<file path="config.mk">
export PLATFORM = sky130hd
export DESIGN_NAME = pcileech_bar_impl_regfile
export DESIGN_NICKNAME = d
export VERILOG_FILES = /design/src/rtl/pcileech_bar_regfile_pkg.sv /design/src/rtl/pcileech_bar_impl_regfile_addr_decode.sv /design/src/rtl/pcileech_bar_impl_regfile.sv
export SDC_FILE = /design/constraint.sdc
export NUM_CORES = 1
export LEC_CHECK = 0
export CAP_MARGIN = 40
export CORE_AREA = 2 2 136 138
export CTS_CLUSTER_SIZE = 30
export DETAILED_ROUTE_END_ITERATION = 6
export DIE_AREA = 0 0 138 140
export GPL_TIMING_DRIVEN = 0
export PLACE_DENSITY = 0.81
export RECOVER_POWER = 100
export SLEW_MARGIN = 30
export SYNTH_ARGS = -nofsm -noshare
export SYNTH_HDL_FRONTEND = slang
export SYNTH_HIERARCHICAL = 1
export SYNTH_SLANG_ARGS = --single-unit
</file>
<file path="constraint.sdc">
create_clock -name clk -period 0.89 [get_ports clk]
set_input_delay 0.2225 -clock clk [delete_from_list [all_inputs] [get_ports clk]]
set_output_delay 0.2225 -clock clk [all_outputs]
set_load 0.05 [all_outputs]
</file>
<file path="src/rtl/pcileech_bar_regfile_pkg.sv">
// Shared types and helpers for the table-driven BAR register-file emulator.
package pcileech_bar_regfile_pkg;

    typedef enum logic [2:0] {
        RO  = 3'd0,
        RW  = 3'd1,
        RC  = 3'd2,
        W1C = 3'd3,
        SEQ = 3'd4
    } reg_mode_t;

    localparam int CTX_W        = 88;
    localparam int NUM_REGS_MAX = 64;

    // BAR-relative byte offset; bit 2 of the BAR register is a type flag, not address.
    function automatic logic [31:0] bar_offset(
        input logic [31:0] addr,
        input logic [31:0] bar,
        input logic [31:0] mask
    );
        return (addr - (bar & ~32'h4)) & mask;
    endfunction

    function automatic logic [31:0] be_to_mask(input logic [3:0] be);
        logic [31:0] m;
        m = '0;
        for (int unsigned i = 0; i < 4; i++) begin
            if (be[i]) begin
                m[i*8 +: 8] = 8'hFF;
            end
        end
        return m;
    endfunction

endpackage

</file>
<file path="src/rtl/pcileech_bar_impl_regfile_addr_decode.sv">
// Offset-to-register decoder: one-hot hit vector, lowest index wins on duplicate offsets.
module pcileech_bar_addr_decode
    import pcileech_bar_regfile_pkg::*;
#(
    parameter int unsigned               NUM_REGS   = 16,
    parameter logic [NUM_REGS-1:0][11:0] REG_OFFSET = '0
) (
    input  logic [31:0]         offset,
    output logic [NUM_REGS-1:0] hit_vec,
    output logic                hit
);

    if (NUM_REGS < 1 || NUM_REGS > NUM_REGS_MAX) begin : g_bad_num_regs
        $error("NUM_REGS out of range");
    end

    // Low two address bits are ignored on both sides of the compare.
    always_comb begin
        hit_vec = '0;
        hit     = 1'b0;
        for (int unsigned i = 0; i < NUM_REGS; i++) begin
            if (!hit && ((offset | 32'h3) == {20'h0, REG_OFFSET[i][11:2], 2'b11})) begin
                hit_vec[i] = 1'b1;
                hit        = 1'b1;
            end
        end
    end

endmodule

</file>
<file path="src/rtl/pcileech_bar_impl_regfile.sv">
// Table-driven BAR register file with a fixed 2-cycle read latency.
// Optional SEQ-mode read sequencing is built only when PCILEECH_BAR_SEQ_EN is defined.
module pcileech_bar_impl_regfile
    import pcileech_bar_regfile_pkg::*;
#(
    parameter int unsigned                              NUM_REGS   = 16,
    parameter logic [31:0]                              ADDR_MASK  = 32'h7FF,
    parameter logic [NUM_REGS-1:0][11:0]                REG_OFFSET = '0,
    parameter logic [NUM_REGS-1:0][31:0]                REG_RESET  = '0,
    parameter logic [NUM_REGS-1:0][31:0]                REG_WMASK  = '0,
    parameter logic [NUM_REGS-1:0][2:0]                 REG_MODE   = '0,
    parameter logic [NUM_REGS-1:0][31:0]                REG_AUX    = '0,
    parameter int unsigned                              SEQ_DEPTH  = 4,
    parameter logic [NUM_REGS-1:0][SEQ_DEPTH-1:0][31:0] SEQ_TABLE  = '0
) (
    input  logic             clk,
    input  logic             rst,
    input  logic [31:0]      wr_addr,
    input  logic [3:0]       wr_be,
    input  logic [31:0]      wr_data,
    input  logic             wr_valid,
    input  logic [CTX_W-1:0] rd_req_ctx,
    input  logic [31:0]      rd_req_addr,
    input  logic             rd_req_valid,
    input  logic [31:0]      base_address_register,
    output logic [CTX_W-1:0] rd_rsp_ctx,
    output logic [31:0]      rd_rsp_data,
    output logic             rd_rsp_valid
);

    if (SEQ_DEPTH < 2 || SEQ_DEPTH > 16 || (SEQ_DEPTH & (SEQ_DEPTH - 1)) != 0) begin : g_bad_seq_depth
        $error("SEQ_DEPTH must be a power of two in 2..16");
    end
    if ($bits(SEQ_TABLE) != NUM_REGS * SEQ_DEPTH * 32) begin : g_bad_seq_table
        $error("SEQ_TABLE size does not match NUM_REGS x SEQ_DEPTH");
    end

    logic [31:0]               rd_off;
    logic [31:0]               wr_off;
    logic [NUM_REGS-1:0]       rd_sel;
    logic [NUM_REGS-1:0]       wr_sel;
    logic                      rd_hit;
    logic                      wr_hit;

    logic                      rd_s1_valid;
    logic                      rd_s1_hit;
    logic [CTX_W-1:0]          rd_s1_ctx;
    logic [NUM_REGS-1:0]       rd_s1_sel;
    logic                      wr_s1_valid;
    logic [NUM_REGS-1:0]       wr_s1_sel;
    logic [31:0]               wr_s1_data;
    logic [31:0]               wr_s1_mask;

    logic [NUM_REGS-1:0][31:0] regs;
    logic [31:0]               rd_mux;

`ifdef PCILEECH_BAR_SEQ_EN
    localparam int unsigned SEQ_W = $clog2(SEQ_DEPTH);
    logic [NUM_REGS-1:0][SEQ_W-1:0] seq_idx;
`endif

    // The BAR is folded in at request time so a BAR change only affects later requests.
    assign rd_off = bar_offset(rd_req_addr, base_address_register, ADDR_MASK);
    assign wr_off = bar_offset(wr_addr, base_address_register, ADDR_MASK);

    pcileech_bar_addr_decode #(
        .NUM_REGS   (NUM_REGS),
        .REG_OFFSET (REG_OFFSET)
    ) u_rd_decode (
        .offset  (rd_off),
        .hit_vec (rd_sel),
        .hit     (rd_hit)
    );

    pcileech_bar_addr_decode #(
        .NUM_REGS   (NUM_REGS),
        .REG_OFFSET (REG_OFFSET)
    ) u_wr_decode (
        .offset  (wr_off),
        .hit_vec (wr_sel),
        .hit     (wr_hit)
    );

    always_ff @(posedge clk) begin
        if (rst) begin
            rd_s1_valid <= 1'b0;
            rd_s1_hit   <= 1'b0;
            rd_s1_ctx   <= '0;
            rd_s1_sel   <= '0;
            wr_s1_valid <= 1'b0;
            wr_s1_sel   <= '0;
            wr_s1_data  <= '0;
            wr_s1_mask  <= '0;
        end else begin
            rd_s1_valid <= rd_req_valid;
            rd_s1_hit   <= rd_req_valid & rd_hit;
            rd_s1_ctx   <= rd_req_ctx;
            rd_s1_sel   <= rd_sel;
            wr_s1_valid <= wr_valid & wr_hit;
            wr_s1_sel   <= wr_sel;
            wr_s1_data  <= wr_data;
            wr_s1_mask  <= be_to_mask(wr_be);
        end
    end

    always_comb begin
        rd_mux = '0;
        for (int unsigned i = 0; i < NUM_REGS; i++) begin
            if (rd_s1_sel[i]) begin
`ifdef PCILEECH_BAR_SEQ_EN
                if (reg_mode_t'(REG_MODE[i]) == SEQ) begin
                    rd_mux = rd_mux | SEQ_TABLE[i][seq_idx[i]];
                end else begin
                    rd_mux = rd_mux | regs[i];
                end
`else
                rd_mux = rd_mux | regs[i];
`endif
            end
        end
    end

    // Response is registered from the pre-update register values, so a read
    // sampled alongside a write observes the old contents.
    always_ff @(posedge clk) begin
        if (rst) begin
            rd_rsp_valid <= 1'b0;
            rd_rsp_data  <= '0;
            rd_rsp_ctx   <= '0;
        end else begin
            rd_rsp_valid <= rd_s1_valid;
            rd_rsp_data  <= (rd_s1_valid && rd_s1_hit) ? rd_mux : '0;
            rd_rsp_ctx   <= rd_s1_valid ? rd_s1_ctx : '0;
        end
    end

    // A write hitting a register takes priority over that register's read side effect.
    always_ff @(posedge clk) begin
        if (rst) begin
            regs <= REG_RESET;
`ifdef PCILEECH_BAR_SEQ_EN
            seq_idx <= '0;
`endif
        end else begin
            for (int unsigned i = 0; i < NUM_REGS; i++) begin
                if (wr_s1_valid && wr_s1_sel[i]) begin
                    case (reg_mode_t'(REG_MODE[i]))
                        RW, RC: regs[i] <= (regs[i] & ~(REG_WMASK[i] & wr_s1_mask))
                                         | (wr_s1_data & REG_WMASK[i] & wr_s1_mask);
                        W1C:    regs[i] <= regs[i] & ~(wr_s1_data & REG_WMASK[i] & wr_s1_mask);
`ifdef PCILEECH_BAR_SEQ_EN
                        SEQ:    seq_idx[i] <= '0;
`endif
                        default: ;
                    endcase
                end else if (rd_s1_valid && rd_s1_sel[i]) begin
                    case (reg_mode_t'(REG_MODE[i]))
                        RC:  regs[i] <= REG_AUX[i];
`ifdef PCILEECH_BAR_SEQ_EN
                        SEQ: seq_idx[i] <= seq_idx[i] + SEQ_W'(1);
`endif
                        default: ;
                    endcase
                end
            end
        end
    end

endmodule
</file>
==> results.json, run 1 <==
{
  "min_path_cells": 2,
  "ant_nets": 0,
  "p_switching_mw": 4.12,
  "worstPathCellList": "buf_8",
  "synth_area_sq_um": 5270,
  "hpwl_um": 8820,
  "initial_utilization_pct": 29.6,
  "violations": "setup timing",
  "clock-root-buffer": "clkbuf_16",
  "io_pins": 345,
  "pwr-share-seq_pct": 47.3,
  "antenna_found_initial": 3,
  "status": "finished, violations left",
  "worstSkewPairLatency_ns": 0.42,
  "routed_wl_um": 12400,
  "synthCells": 417,
  "vias_per_cell": 3.93,
  "power_mw": 17.7,
  "r2r_slack_ns": -0.03,
  "min_to": "rd_rsp_ctx[87]",
  "final_common_cell": "nor2b_1",
  "most-common-layout-cells": "nor2b_1 (90), dfxtp_2 (89), and3b_1 (88), dfxtp_1 (88), buf_8 (84)",
  "worstRegToRegCells": 3,
  "ys_seq_elements": 178,
  "path_class": "reg2out",
  "ys_types": 8,
  "numCtsBuffers": 17,
  "grtUsageTotal_pct": 12.7,
  "worstReg2RegStart": "rd_s1_valid",
  "ir_drop_mv": 1.29,
  "crit_fanout": 1,
  "first_iter_violations": 94,
  "period_needed_ns": 1.15,
  "holdCritStartpoint": "rst",
  "h-tree-depth": 4,
  "core.rowCount": 49,
  "postCtsHoldBufs": 0,
  "layout-drive-gt1-share_pct": 40.0,
  "area_delta_synth_final_pct": 66.0,
  "clk_pin_slew_ns": 0.07,
  "finClkSkew_ns": 0.00572,
  "dp_slack_ns": -0.527,
  "crit_family": "flip-flops",
  "cts_max_path_buffers": 2,
  "p_clk_share_pct": 43.0,
  "overflow": 0,
  "cp.arrival_ns": 0.92,
  "drc": 0,
  "finalHoldViolCount": 0,
  "critPathLaunchType": "flop",
  "period_share_pct": 129,
  "dieHeight_um": 140,
  "syn-mean-instance-area_sq_um": 12.6,
  "wire_per_inst_um": 14.0,
  "synthTopCellsByArea": "dfxtp_1 (68%), and3b_1 (15%), nor2b_1 (11%), buf_4 (4.6%), buf_2 (1.4%)",
  "synth_warnings": 6,
  "die_w_um": 138,
  "reg2reg_to": "rd_rsp_ctx[32]",
  "rsz0062_at_grt": "true",
  "max_cap_viol_count": 0,
  "cts_tree": "built",
  "slowest_delay_ns": 0.36,
  "grt_pass1_wl_um": 18700,
  "num_vias": 3506,
  "worstHoldPathType": "in2reg",
  "cp.buffers_inverters": 1,
  "drv_slew": 0,
  "yosysSeqAreaShare_pct": 67.7,
  "fin_util_pct": 49.2,
  "slowest_stage": "dfxtp_4",
  "dieArea_sq_um": 19300,
  "nNetsFinal": 872,
  "cp-end-kind": "primary output",
  "synth_top_area_share_pct": 67.7,
  "internal_power_mw": 13.5,
  "core_area_sq_um": 17800,
  "timing.final.ws_setup_ns": -0.255,
  "dr.pass1.iters": 4,
  "finalSetupViolations": 138,
  "port_buffers": 178,
  "grt_max_degree": 20,
  "cts.sinks": 178,
  "grt_pass1_vias": 3558,
  "required_ns": 0.67,
  "fmax_mhz": 873,
  "power_density_nw_per_um2": 2020,
  "power_leakage_nw": 4.05,
  "fillerInstances": 1539,
  "p_comb_share_pct": 9.7,
  "synth_area_leader_cell": "dfxtp_1",
  "routabilityCongestion": 0.774,
  "switching_share_pct": 23.3
}
per-layer routing:
metal  up-vias  track usage [%]  part of all wire [%]
met4         2             6.39                   3.3
met3        34             4.62                   6.5
met5         -                0                  0.10
met2       128             22.5                    53
li1       1736                -                     -
met1      1606             13.4                    37
registers in the layout, indices dropped and copies added, names as in the netlist:
name          cells
rd_rsp_ctx       88
rd_s1_valid       1
rd_s1_ctx        88
rd_rsp_valid      1
worst max path at each step:
stage                   start              to  slack, ns  depth (start not counted)
2_1_floorplan     rd_s1_valid  rd_rsp_ctx[68]      0.006                          3
3_3_place_gp   rd_rsp_ctx[13]  rd_rsp_ctx[13]      -0.53                          1
3_5_place_dp   rd_rsp_ctx[13]  rd_rsp_ctx[13]      -0.53                          1
4_1_cts        rd_rsp_ctx[13]  rd_rsp_ctx[13]      -0.29                          1
5_1_grt        rd_rsp_ctx[13]  rd_rsp_ctx[13]      -0.30                          1
6_report       rd_rsp_ctx[13]  rd_rsp_ctx[13]      -0.26                          1
cell usage after synthesis (all sizes together):
master,count
clkbuf,13
and3b,88
dfxtp,178
nor2b,90
buf,47
conb,1
power groups by stage:
stage | Sequential [mW] | Clock [mW] | Combinational, mW
2_1_floorplan | 8.71 | 0 | 0.745
3_3_place_gp | 8.48 | 0 | 1.59
3_5_place_dp | 8.50 | 0 | 1.60
4_1_cts | 8.35 | 7.79 | 1.68
5_1_grt | 8.37 | 8.18 | 1.82
6_report | 8.35 | 7.60 | 1.71
final cells by class:
type	instances	area [sq um]	share of cell area, %
multi-input cells	210	1450	16.6
clock inverters	14	178	2.03
clock buffers	17	425	4.87
repair buffers	182	2290	26.2
plain buffers	59	424	4.85
diodes	2	5.00	0.0572
flip-flops and latches	178	3680	42.1
well taps	229	287	3.28
stage by stage:
stage                     setup TNS (ns)  hold slack (ns)  cells  cell area (sq um)
after floorplan                        0            0.351    448               5390
after global placement            -64.87            0.449    855               7460
after detailed placement          -66.36            0.454    855               7460
after CTS                         -22.11            0.162    885               8570
after global routing              -26.15            0.185    889               8740
final                             -20.55            0.186    891               8740
repair_timing:
item / 4_1_cts / 5_1_grt
endpoints found under the setup margin: 178 / 157
resized for setup: 797 / 31
gates cloned: 0 / 2
setup buffers: 0 / 2
hold endpoints to repair: 0 / 0
kinds of logic (layout without fill, tap and decap cells):
group	Yosys count	after routing	share of synthesized area (%)
buffers and inverters	60	272	6.94
DFF	178	178	67.7
other	1	34	0.0712
and+or+nand+nor	178	178	25.3
Note: power is estimated with default switching activity, not from simulation.
==> run 2: changes to the inputs <==
SLEW_MARGIN = 40   (was 30)
==> results of run 2 <==
Same layout as run 1: the final DEF is identical, and so are final timing and power.
